[config.mk]
export PLATFORM = sky130hd
export DESIGN_NAME = sim_ctrl_mmio
export DESIGN_NICKNAME = d
export VERILOG_FILES = /design/src/rtl/sim_ctrl_mmio.sv
export SDC_FILE = /design/constraint.sdc
export NUM_CORES = 1
export LEC_CHECK = 0
export ABC_AREA = 1
export BUFFER_PORTS_ARGS = -buffer_cell sky130_fd_sc_hd__clkbuf_2
export CORE_MARGIN = 1.5
export CORE_UTILIZATION = 35
export DETAILED_ROUTE_END_ITERATION = 10
export PLACE_DENSITY = 0.68
export SYNTH_ARGS = -nofsm -noshare
export SYNTH_HDL_FRONTEND = slang
export SYNTH_SLANG_ARGS = --single-unit
[constraint.sdc]
create_clock -name clk_i -period 1.8 [get_ports clk_i]
set_input_delay 0.45 -clock clk_i [delete_from_list [all_inputs] [get_ports clk_i]]
set_output_delay 0.45 -clock clk_i [all_outputs]
set_load 0.01 [all_outputs]
[src/rtl/sim_ctrl_mmio.sv]
// rtl/sim_ctrl_mmio.sv - memory-mapped test controller: verdict FSM, watchdog, console FIFO
// Console FIFO and stream exist only when SIM_CTRL_CONSOLE_EN is defined.
module sim_ctrl_mmio #(
  parameter logic [3:0]       BASE_NIBBLE = 4'h1,
  parameter logic [31:0]      PASS_CODE   = 32'h777,
  parameter int unsigned      FIFO_DEPTH  = 16,
  parameter int unsigned      WDT_W       = 32,
  parameter logic [WDT_W-1:0] WDT_LIMIT   = '0
) (
  input  logic        clk_i,
  input  logic        rst_ni,
  input  logic [31:0] dbus_cmd_addr_i,
  input  logic        dbus_cmd_we_i,
  input  logic [31:0] dbus_write_data_i,
  output logic        done_o,
  output logic        pass_o,
  output logic        timeout_o,
  output logic [31:0] code_o,
  output logic        cons_valid_o,
  output logic [7:0]  cons_data_o,
  input  logic        cons_ready_i,
  output logic        cons_ovf_o
);

  typedef enum logic [1:0] {RUN, PASS, FAIL, TIMEOUT} state_e;

  state_e           state, state_next;
  logic [31:0]      code_next;
  logic [WDT_W-1:0] wdt_cnt;
  logic             hit, status_hit, console_hit, kick_hit, wdt_expire;

  assign hit         = dbus_cmd_we_i && (dbus_cmd_addr_i[31:28] == BASE_NIBBLE);
  assign status_hit  = hit && (dbus_cmd_addr_i[3:2] == 2'd0);
  assign console_hit = hit && (dbus_cmd_addr_i[3:2] == 2'd1);
  assign kick_hit    = hit && (dbus_cmd_addr_i[3:2] == 2'd2);

  // A kick on the expiry edge rescues the test.
  assign wdt_expire = (WDT_LIMIT != '0) && (wdt_cnt == WDT_LIMIT) && !kick_hit;

  logic [25:0] unused_addr;
  assign unused_addr = {dbus_cmd_addr_i[27:4], dbus_cmd_addr_i[1:0]};

  always_comb begin
    state_next = state;
    code_next  = code_o;
    case (state)
      RUN: begin
        if (status_hit) begin
          state_next = (dbus_write_data_i == PASS_CODE) ? PASS : FAIL;
          code_next  = dbus_write_data_i;
        end else if (wdt_expire) begin
          state_next = TIMEOUT;
          code_next  = 32'hFFFF_FFFF;
        end
      end
      default: ;
    endcase
  end

  always_ff @(posedge clk_i or negedge rst_ni) begin
    if (!rst_ni) begin
      state     <= RUN;
      code_o    <= '0;
      done_o    <= 1'b0;
      pass_o    <= 1'b0;
      timeout_o <= 1'b0;
      wdt_cnt   <= '0;
    end else begin
      state     <= state_next;
      code_o    <= code_next;
      done_o    <= (state_next != RUN);
      pass_o    <= (state_next == PASS);
      timeout_o <= (state_next == TIMEOUT);
      if (state == RUN) begin
        if (kick_hit)
          wdt_cnt <= '0;
        else if (wdt_cnt != {WDT_W{1'b1}})
          wdt_cnt <= wdt_cnt + 1'b1;
      end
    end
  end

`ifdef SIM_CTRL_CONSOLE_EN
  localparam int unsigned AW = (FIFO_DEPTH > 1) ? $clog2(FIFO_DEPTH) : 1;

  logic [7:0]  mem [FIFO_DEPTH];
  logic [AW:0] wr_ptr, rd_ptr;
  logic        empty, full, push, pop;

  // Extra pointer MSB distinguishes full from empty when the low bits match.
  assign empty = (wr_ptr == rd_ptr);
  assign full  = (wr_ptr[AW] != rd_ptr[AW]) && (wr_ptr[AW-1:0] == rd_ptr[AW-1:0]);
  assign pop   = !empty && cons_ready_i;
  assign push  = console_hit && (!full || pop);

  assign cons_valid_o = !empty;
  assign cons_data_o  = empty ? 8'h00 : mem[rd_ptr[AW-1:0]];

  always_ff @(posedge clk_i or negedge rst_ni) begin
    if (!rst_ni) begin
      wr_ptr     <= '0;
      rd_ptr     <= '0;
      cons_ovf_o <= 1'b0;
      for (int i = 0; i < int'(FIFO_DEPTH); i++) mem[i] <= 8'h00;
    end else begin
      if (push) begin
        mem[wr_ptr[AW-1:0]] <= dbus_write_data_i[7:0];
        wr_ptr              <= wr_ptr + 1'b1;
      end
      if (pop) rd_ptr <= rd_ptr + 1'b1;
      if (console_hit && full && !pop) cons_ovf_o <= 1'b1;
    end
  end
`else
  logic [31:0] unused_depth;
  logic [1:0]  unused_cons;
  assign unused_depth = FIFO_DEPTH;
  assign unused_cons  = {cons_ready_i, console_hit};

  assign cons_valid_o = 1'b0;
  assign cons_data_o  = 8'h00;
  assign cons_ovf_o   = 1'b0;
`endif

endmodule

* Yosys cells after proc, flatten, opt, wreduce, memory -nomap -nowiden *
Cells that the tools add are included.

word-level totals
  output and inout bits = 45
  input port bits = 68
  bits in registers = 37
  logic and storage cells = 18

cells by class
  reduce and logical (&&, ||, !) cells = 6
  mux-type cells = 3
  equality and inequality tests = 4

operators with widths
  kind                                                                      number
  32-bit by 11-bit equality test with 1-bit output (second input constant)  1
  2-bit two-way mux                                                         3
  4-bit by 1-bit equality test with 1-bit output (second input constant)    1
  2-bit logical NOT                                                         2
  2-bit by 1-bit equality test with 1-bit output (second input constant)    1
  2-bit equality test (second input constant)                               1
  1-bit logical AND                                                         2
  2-bit AND reduction                                                       1
  2-bit nonzero test                                                        1

* Depth between registers and ports, before layout *
Gate-level depths: netlist of the first run.

  depth after elaboration = 6
  gate-level depth with buffers = 10
  gate-level depth less buffers = 10

* Worst setup path before layout of the first run *
OpenSTA, ideal clock, no wires.

  path type = input port to flip-flop
  start = in dbus_cmd_addr_i[2]
  end = reg code_o[11]
  stages on the path = 7
  required time = 1682 ps
  data arrival time = 1105 ps
  slack = 577 ps
  library setup time = 118 ps
  buffers on the path = 1
  path through = nor2_1 > nand3_2 > nor2_4 > inv_2 > buf_6 > nand2_1 > o21ai_2

between the ends
  longest elaborated chain between the ends = 3

RTL lines
  element                               line  source
  start, declared                       12    input logic [31:0] dbus_cmd_addr_i,
  2-bit logical NOT                     33    assign status_hit = hit && (dbus_cmd_addr_i[3:2] == 2'd0);
  1-bit logical AND                     33
  2-bit AND reduction (no source line)  -
  end signal, assigned                  70    code_o <= code_next;
  end, declared                         18    output logic [31:0] code_o,

Every way passes these cells.
A chain may end at the register's enable or synchronous reset.

* Worst setup path after layout of the first run *
  start = reg state[1]
  end = reg code_o[28]

between the ends
  longest elaborated chain between the ends = 2

RTL lines
  element                               line  source
  start, declared                       27    state_e state, state_next;
  start signal, assigned                69    state <= state_next;
  2-bit logical NOT                     46    case (state)
  2-bit AND reduction (no source line)  -

Every way passes these cells.

==> results.sh, run 1 <==
export IMPL_hold_class="in2async"
export IMPL_setup_viol_count_final=0
export IMPL_ant_nets=0
export IMPL_slew_violations=0
export IMPL_via_per_inst=4.15
export IMPL_rr_worst_depth=7
export IMPL_power_density_mw_per_mm2=673
export IMPL_setup_ws_ns=0.512
export IMPL_status="finished clean"
export IMPL_synth_cells=213
export IMPL_synth_top_cell_area_share_pct=51.7
export IMPL_antenna_found_initial=0
export IMPL_cts_tree="built"
export IMPL_regToRegStartpoint="state[1]$_DFF_PN0_"
export IMPL_pwr_share_comb_pct=7.9
export IMPL_avgRoutedWirePerCell_um=10.3
export IMPL_vias=1489
export IMPL_crit_path_start_kind="register"
export IMPL_io_pins=113
export IMPL_critPathMaxFanout=28
export IMPL_rsz0062_at_grt="false"
export IMPL_rows=25
export IMPL_setup_tns_final_ns=0
export IMPL_syn_area_mm2=0.00179
export IMPL_worstPathArrival_ns=1.45
export IMPL_first_iter_violations=61
export IMPL_path_class="reg2reg"
export IMPL_htreeDepth=2
export IMPL_crit_required_ns=1.96
export IMPL_cts_buffers_inserted=5
export IMPL_r2r_slack_ns=0.51
export IMPL_clock_sinks=37
export IMPL_leakage_nw=1.32
export IMPL_dp_hpwl_um=2870
export IMPL_grt_pass1_vias=1323
export IMPL_fin_skew_ns=0.00500
export IMPL_finalHoldViolCount=0
export IMPL_track_usage_pct=13.9
export IMPL_start_util_pct=37.2
export IMPL_wirelength_um=3690
export IMPL_internal_power_mw=1.19
export IMPL_synthTopCellsByArea="dfrtp_1, nand2_1, o21ai_2"
export IMPL_seq_area_frac_synth_pct=51.7
export IMPL_fp_dieH_um=74.5
export IMPL_max_freq_ghz=0.777
export IMPL_drt_pass1_iter_count=5
export IMPL_cp_end_kind="register"
export IMPL_detail_route_drc_violations=0
export IMPL_cts_buffer_depth=2
export IMPL_yosysTopAreaCell="dfrtp_1"
export IMPL_dp_slack_ns=0.309
export IMPL_drive_gt1_share_pct=37.3
export IMPL_seq_power_share_pct=54.6
export IMPL_overflow=0
export IMPL_die_area_mm2=0.00555
export IMPL_grt_pass1_wl_um=5690
export IMPL_syn_to_final_growth_pct=26.8
export IMPL_cts_setup_buffers=0
export IMPL_switching_power_mw=0.342
export IMPL_switching_share_pct=22.4
export IMPL_finalCriticalPeriod_ns=1.29
export IMPL_port_buffer_count=75
export IMPL_fp_coreArea_mm2=0.00482
export IMPL_synth_seq_cells=37
export IMPL_vdd_drop_max_v=0.000301
export IMPL_cts_resized=0
export IMPL_dp_cells=352
export IMPL_drv_cap=0
export IMPL_grt_max_degree=29
export IMPL_layout_worst_path_cycle_share_pct=71.5
export IMPL_avgSynthCellArea_um2=8.41
export IMPL_path_clk_slew_ns=0.07
export IMPL_layout_cells_non_filler=359
export IMPL_holdBufCountCts=0
export IMPL_gp_congestion=0.760
export IMPL_crit_reg2reg_capture="code_o[28]$_DFFE_PN0P_"
export IMPL_fp_dieW_um=74.5
export IMPL_nNetsFinal=360
export IMPL_synthDistinctLibCells=17
export IMPL_yosysWarnings=0
export IMPL_root_buffer="clkbuf_8"
export IMPL_insertion_delay_ns=0.28
export IMPL_diodes=0
export IMPL_clock_power_share_pct=37.4
[worst max-delay path, stage by stage, from the launching register on]
cell and delay (ns):
dfrtp_1 0.39, nor2_1 0.10, nand2_1 0.11, nor2_4 0.13, inv_2 0.04, buf_4 0.22, nand2_1 0.11, o21ai_2 0.05
[kinds of logic after synthesis]
| group | Yosys count | share of synthesized area, % |
|---|---|---|
| buffers and inverters | 48 | 14.7 |
| other | 1 | 0.209 |
| AO/OA/AOI/OAI | 23 | 9.36 |
| AND/OR/NAND/NOR | 104 | 24.0 |
| flip-flops | 37 | 51.7 |
[through the flow]
stage / hold WS [ns] / total power, mW / util, % / instance area (µm²)
after CTS: 0.0950 / 1.56 / 47.1 / 2270
after floorplan: 0.154 / 0.913 / - / 1820
after global routing: 0.112 / 1.60 / 47.1 / 2270
after global placement: 0.401 / 0.973 / 45.3 / 2180
final: 0.0895 / 1.53 / 47.1 / 2270
after detailed placement: 0.402 / 0.974 / 45.3 / 2180
[layer usage]
layer | track usage (%) | up-vias | share of wire, %
met4 | 5.05 | 0 | 1.0
met5 | 0 | - | 0
met1 | 17.2 | 658 | 44
met3 | 4.88 | 4 | 7.5
li1 | - | 768 | -
met2 | 22.5 | 59 | 47
[power groups by stage]
stage                     Sequential [mW]  Combinational, mW  Clock [mW]
after floorplan                     0.852             0.0612           0
after global placement              0.850              0.122           0
after detailed placement            0.850              0.124           0
after CTS                           0.834              0.124       0.597
after global routing                0.834              0.140       0.629
final                               0.835              0.121       0.571
[layout make-up]
type / count / area (µm²)
multi-input combinational: 137 / 636
tap: 67 / 83.8
fill: 513 / 2550
sequential: 37 / 926
clock buffer: 7 / 86.3
timing repair buffer: 79 / 418
inverter: 32 / 120
[synthesized netlist by cell type (all sizes together)]
| master | number |
|---|---|
| buf | 16 |
| conb | 1 |
| nand2 | 81 |
| or2 | 1 |
| nor3 | 1 |
| nand3 | 3 |
| o21ai | 23 |
| nor2 | 18 |
| inv | 32 |
| dfrtp | 37 |
[state kept, by name, indices dropped and copies added, names as in the netlist]
signal and cells:
code_o 32, state 2, done_o 1, pass_o 1, timeout_o 1
[how the worst max path moves through the flow]
stage,start,end,cells past startpoint
after global placement,dbus_write_data_i[12],done_o$_DFF_PN0_,11
after floorplan,dbus_cmd_addr_i[2],code_o[11]$_DFFE_PN0P_,7
after global routing,state[0]$_DFF_PN0_,code_o[14]$_DFFE_PN0P_,7
final,state[1]$_DFF_PN0_,code_o[28]$_DFFE_PN0P_,7
after CTS,state[1]$_DFF_PN0_,code_o[20]$_DFFE_PN0P_,7
after detailed placement,dbus_write_data_i[12],done_o$_DFF_PN0_,11
[layout by cell type, fill, tap and decap left out, drive strengths merged]
cell type	count
buf	4
clkbuf	82
conb	10
dfrtp	37
inv	32
nand2	81
nand3	3
nor2	18
nor3	1
o21ai	23
or2	1
(Power assumes the default switching activity.)
==> run 2: changes to the inputs <==
- ABC_AREA: 1 -> 0
- PLACE_DENSITY: 0.68 -> 0.69
- clock period: 1.8 -> 1.3 ns (I/O delays scaled with it)
==> run 2 against run 1 <==
Against the previous run: sequential share of layout area shrank 0.86 points; first-iteration DRC count shrank 31%; final cell count shrank 30%; register-to-register slack lost 0.50 ns; final area grew 2.1%; fmax shrank 0.21%; global-route usage shrank 0.83 points; synthesized area shrank 6.8%; total power grew 35%; clock-buffer cell count grew 1; critical endpoint is now code_o[3]$_DFFE_PN0P_.
==> results.sh, run 2 <==
export IMPL_synth_async_reset_ratio_pct=100
export IMPL_finalHoldViolCount=0
export IMPL_path_clk_slew_ns=0.07
export IMPL_status="finished clean"
export IMPL_syn_to_final_growth_pct=38.9
export IMPL_gp_congestion=0.716
export IMPL_yosysMostFrequentCell="dfrtp_1"
export IMPL_wirelength_um=3380
export IMPL_crit_chain="nor2_4 > nand3_4 > buf_12 > mux2_4"
export IMPL_detail_route_drc_violations=0
export IMPL_max_flop_register="code_o"
export IMPL_critPathSlowestCell="dfrtp_1"
export IMPL_track_usage_pct=13.1
export IMPL_vias=1165
export IMPL_htreeDepth=2
export IMPL_antenna_found_initial=0
export IMPL_path_class="reg2reg"
export IMPL_drive_gt1_share_pct=66.2
export IMPL_reg_top3="code_o: 32 flops, state: 2 flops"
export IMPL_postLayoutCoreUtil_pct=51.8
export IMPL_fp_dieW_um=72.1
export IMPL_worstPathArrival_ns=1.46
export IMPL_synth_seq_cells=37
export IMPL_rows=24
export IMPL_vdd_drop_max_v=0.000338
export IMPL_port_buffer_count=75
export IMPL_crit_path_start_kind="register"
export IMPL_critPathMaxFanout=17
export IMPL_yosysWarnings=0
export IMPL_overflow=0
export IMPL_ant_nets=0
export IMPL_ys_dominant_reg_cell="dfrtp_1"
export IMPL_syn_area_mm2=0.00167
export IMPL_r2r_slack_ns=0.01
export IMPL_die_area_mm2=0.00519
export IMPL_grt_max_degree=30
export IMPL_nFillCells=402
export IMPL_finalCriticalPeriod_ns=1.29
export IMPL_cp_end_kind="register"
export IMPL_synth_cells=106
export IMPL_final_cell_mix="clkbuf_2, dfrtp_1, mux2_4"
export IMPL_layout_worst_path_cycle_share_pct=99.3
export IMPL_max_stage_delay_ns=0.41
export IMPL_yosys_top_cells_count="dfrtp_1, mux2_4, buf_4, nor4_1, mux2_2"
export IMPL_leakage_nw=1.37
export IMPL_cts_buffers_inserted=5
export IMPL_cts_buffer_depth=2
export IMPL_avgRoutedWirePerCell_um=13.4
export IMPL_via_per_inst=4.60
export IMPL_max_freq_ghz=0.775
export IMPL_yosysTopAreaCell="dfrtp_1"
export IMPL_dp_hpwl_um=2500
export IMPL_final_common_cell="clkbuf_2"
export IMPL_diodes=0
export IMPL_synth_edf_count=0
export IMPL_largest_register_ffs=32
export IMPL_fin_skew_ns=0.00428
export IMPL_first_iter_violations=42
export IMPL_seq_area_frac_synth_pct=55.5
export IMPL_seq_area_um2=926
export IMPL_avgSynthCellArea_um2=15.7
export IMPL_nNetsFinal=268
export IMPL_cts_tree="built"
export IMPL_synthDistinctLibCells=20
export IMPL_slew_violations=0
export IMPL_multiInputGateArea_um2=708
export IMPL_setup_viol_count_final=0
export IMPL_drt_pass1_iter_count=4
export IMPL_synthTopCellsByArea="dfrtp_1, mux2_4, buf_4"
export IMPL_crit_required_ns=1.47
export IMPL_grt_pass1_wl_um=5110
export IMPL_io_pins=113
export IMPL_fp_coreArea_mm2=0.00447
export IMPL_clock_sinks=37
export IMPL_drv_cap=0
export IMPL_power_density_mw_per_mm2=890
export IMPL_insertion_delay_ns=0.28
export IMPL_grt_pass1_vias=1085
export IMPL_rsz0062_at_grt="true"
export IMPL_fp_dieH_um=72.1
export IMPL_root_buffer="clkbuf_8"
export IMPL_synth_top_cell_area_share_pct=55.5
export IMPL_start_util_pct=37.3
export IMPL_hold_class="in2reg"
export IMPL_whs_ns=0.286
==> run 2: cell type report <==
type	instances	area share [%]
tap	52	2.81
timing repair buffer	91	23.1
inverter	1	0.162
clock buffer	8	3.45
multi-input combinational	64	30.5
sequential	37	39.9
==> run 2: path summary, 6_finish.rpt <==
check | start | end | depth (start not counted)
max | state[0]$_DFF_PN0_ | code_o[3]$_DFFE_PN0P_ | 4
max reg2reg | state[0]$_DFF_PN0_ | code_o[3]$_DFFE_PN0P_ | 4
min reg2reg | code_o[11]$_DFFE_PN0P_ | code_o[11]$_DFFE_PN0P_ | 1
min | dbus_write_data_i[20] | code_o[20]$_DFFE_PN0P_ | 2
min in group asynchronous | rst_ni | code_o[6]$_DFFE_PN0P_ | 2
max in group asynchronous | rst_ni | code_o[14]$_DFFE_PN0P_ | 3
==> run 2: worst max-delay path, delay by kind of cell (launching register included) <==
family | cells | cell delay, ns
buf+inv | 1 | 0.19
flops | 1 | 0.41
mux | 1 | 0.30
simple gates | 2 | 0.26
==> run 2: repair_timing <==
action                     CTS  global route
setup endpoints to repair   35            30
gates cloned                 0             0
hold buffers                 1             0
hold endpoints to repair     8             0
resized for setup            4             2
setup buffers                0             1
pin swaps                    1             1
==> run 2: logic make-up after synthesis <==
family                 share of synthesized area [%]
buffers and inverters                           6.75
flip-flops                                      55.5
AND/OR/NAND/NOR                                 8.40
other                                          0.225
multiplexers                                    27.9
AO/OA/AOI/OAI                                   1.27
==> run 2: routing by layer <==
layer / vias up / track usage (%) / routed length (µm)
met5: - / 0 / 0
met4: 0 / 5.66 / 54
met3: 7 / 4.03 / 202
met2: 54 / 19.9 / 1550
met1: 558 / 17.3 / 1570
li1: 546 / - / -
==> run 2: power by group <==
group          internal, mW  leakage (nW)  switching (mW)
Clock                 0.381        0.0395           0.373
Combinational        0.0743         0.820          0.0839
Sequential             1.15         0.507               0
Total                  1.61          1.37           0.457
==> run 2: per-stage QoR <==
stage	cells	cell area (µm²)	setup TNS (ns)	setup WS (ns)	power [mW]
global route	253	2320	-0.603	-0.0400	2.18
detailed placement	243	2180	-8.53	-0.449	1.32
global placement	243	2180	-8.31	-0.464	1.32
CTS	252	2300	0	0.00498	2.10
finish	253	2320	0	0.00965	2.06
floorplan	115	1710	-2.28	-0.0830	1.22
==> run 3: changes to the inputs <==
- CORE_ASPECT_RATIO: not set -> 0.75
==> run 3 against run 2 <==
Against the previous run: wire length down 2.2%; sequential cell count unchanged; critical path depth unchanged; final cell count increased by 2.0%; clock skew decreased by 0.00089 ns; clock power rose by 16%; final area is 0.54% higher; utilization decreased by 0.24 points; hold slack about the same; global-route usage increased by 0.73 points.
==> results.sh, run 3 (same netlist as run 2, synthesis figures left out) <==
export IMPL_vdd_drop_max_v=0.000476
export IMPL_crit_chain="nor2_4 > nand3_4 > buf_12 > mux2_4"
export IMPL_antenna_found_initial=0
export IMPL_drive_gt1_share_pct=68.2
export IMPL_setup_ws_ns=0.0140
export IMPL_fin_skew_ns=0.00339
export IMPL_internal_power_mw=1.71
export IMPL_insertion_delay_ns=0.28
export IMPL_die_area_mm2=0.00520
export IMPL_avgRoutedWirePerCell_um=12.8
export IMPL_hold_class="in2reg"
export IMPL_track_usage_pct=13.8
export IMPL_power_density_mw_per_mm2=938
export IMPL_diodes=0
export IMPL_io_pins=113
export IMPL_seq_power_share_pct=52.6
export IMPL_grt_pass1_wl_um=5310
export IMPL_critPathSlowestCell="dfrtp_1"
export IMPL_use_met2_pct=19.4
export IMPL_cts_buffers_inserted=5
export IMPL_fp_coreArea_mm2=0.00452
export IMPL_layout_worst_path_cycle_share_pct=98.9
export IMPL_use_met1_pct=18.8
export IMPL_wirelength_um=3310
export IMPL_drv_cap=0
export IMPL_pwr_share_comb_pct=7.3
export IMPL_cts_setup_buffers=0
export IMPL_grt_pass1_vias=1153
export IMPL_cts_tree="built"
export IMPL_htreeDepth=2
export IMPL_status="finished clean"
export IMPL_rsz0062_at_grt="true"
export IMPL_switching_share_pct=21.9
export IMPL_setup_tns_final_ns=0
export IMPL_leakage_nw=1.37
export IMPL_first_iter_violations=6
export IMPL_ant_nets=0
export IMPL_reg_top3="code_o: 32 flops, state: 2 flops"
export IMPL_root_buffer="clkbuf_8"
export IMPL_worstPathArrival_ns=1.45
export IMPL_start_util_pct=36.9
export IMPL_max_stage_delay_ns=0.41
export IMPL_path_clk_slew_ns=0.07
export IMPL_max_flop_register="code_o"
export IMPL_met3_usage_pct=6.28
export IMPL_slew_violations=0
export IMPL_final_common_cell="clkbuf_2"
export IMPL_gp_congestion=0.677
export IMPL_detail_route_drc_violations=0
export IMPL_path_class="reg2reg"
export IMPL_crit_required_ns=1.47
export IMPL_rows=21
export IMPL_dp_slack_ns=-0.409
export IMPL_clock_sinks=37
export IMPL_crit_path_start_kind="register"
export IMPL_syn_to_final_growth_pct=39.7
export IMPL_critPathMaxFanout=27
export IMPL_largest_register_ffs=32
export IMPL_crit_cells=4
export IMPL_busiest_layer="met2"
export IMPL_finalHoldViolCount=0
export IMPL_overflow=0
export IMPL_final_cell_mix="clkbuf_2, dfrtp_1, mux2_4"
export IMPL_via_per_inst=4.42
export IMPL_cp_end_kind="register"
export IMPL_nNetsFinal=268
export IMPL_cts_buffer_depth=2
export IMPL_drt_pass1_iter_count=2
export IMPL_dp_hpwl_um=2490
export IMPL_fp_dieW_um=82.7
export IMPL_vias=1140
export IMPL_finalCriticalPeriod_ns=1.29
export IMPL_switching_power_mw=0.480
export IMPL_crit_family="flip-flops"
export IMPL_port_buffer_count=75
export IMPL_fp_dieH_um=62.8
export IMPL_setup_viol_count_final=0
export IMPL_max_freq_ghz=0.778
export IMPL_grt_max_degree=38
export IMPL_clock_power_share_pct=40.1
export IMPL_rr_worst_depth=4
export IMPL_critPathBufInv=1
export IMPL_min_path_cells=2
run 3: changes by cell type in the layout (fill, tap and decap cells not counted):
cell / before / now
clkbuf_8: 5 / 7
nor4_2: 0 / 2
nor4_1: 3 / 2
nor4_4: 3 / 2
clkbuf_1: 3 / 0
clkinv_2: 0 / 1
buf_12: 3 / 2
buf_4: 12 / 13
run 3: timing repair:
item                                    in CTS  in global routing
pin swaps                                    1                  0
endpoints found under the setup margin      35                 28
endpoints found under the hold margin       10                  0
gates resized for setup                      5                  1
hold buffers                                 1                  0
run 3: through the flow:
| step | utilization (%) | instance area, µm² | power [mW] | instances | hold WS [ns] |
|---|---|---|---|---|---|
| finish | 51.6 | 2330 | 2.19 | 258 | 0.286 |
| global route | 51.6 | 2330 | 2.30 | 258 | 0.273 |
| CTS | 51.4 | 2320 | 2.23 | 258 | 0.278 |
| global placement | 48.3 | 2180 | 1.33 | 249 | 0.309 |
| floorplan | - | 1710 | 1.22 | 115 | 0.0294 |
| detailed placement | 48.3 | 2180 | 1.33 | 249 | 0.309 |
run 3: area by class of cell:
| cell class | instances | area (µm²) |
|---|---|---|
| clock buffers | 7 | 96.3 |
| flip-flops and latches | 37 | 926 |
| repair buffers | 91 | 523 |
| fillers | 417 | 2190 |
| well taps | 57 | 71.3 |
| inverters | 1 | 3.75 |
| clock inverters | 1 | 5.00 |
| multi-input cells | 64 | 706 |
run 3: power by group through the flow:
stage | Clock [mW] | Sequential, mW | Combinational, mW
finish | 0.877 | 1.15 | 0.160
CTS | 0.913 | 1.15 | 0.163
floorplan | 0 | 1.17 | 0.0476
global route | 0.976 | 1.15 | 0.180
global placement | 0 | 1.17 | 0.154
detailed placement | 0 | 1.17 | 0.156
run 3: path summary, 6_finish.rpt:
kind                                             start                endpoint  slack [ns]
max in group asynchronous                       rst_ni   code_o[3]$_DFFE_PN0P_        0.58
worst min-delay path             dbus_write_data_i[10]  code_o[10]$_DFFE_PN0P_        0.29
min in group asynchronous                       rst_ni  code_o[21]$_DFFE_PN0P_        0.53
worst max register to register      state[0]$_DFF_PN0_  code_o[15]$_DFFE_PN0P_        0.01
worst min register to register  code_o[20]$_DFFE_PN0P_  code_o[20]$_DFFE_PN0P_        0.51
worst max-delay path                state[0]$_DFF_PN0_  code_o[15]$_DFFE_PN0P_        0.01
run 3: routing by layer:
| layer | vias up | routed length [µm] |
|---|---|---|
| li1 | 543 | - |
| met1 | 545 | 1640 |
| met2 | 47 | 1350 |
| met3 | 5 | 295 |
| met4 | 0 | 24 |
| met5 | - | 0 |
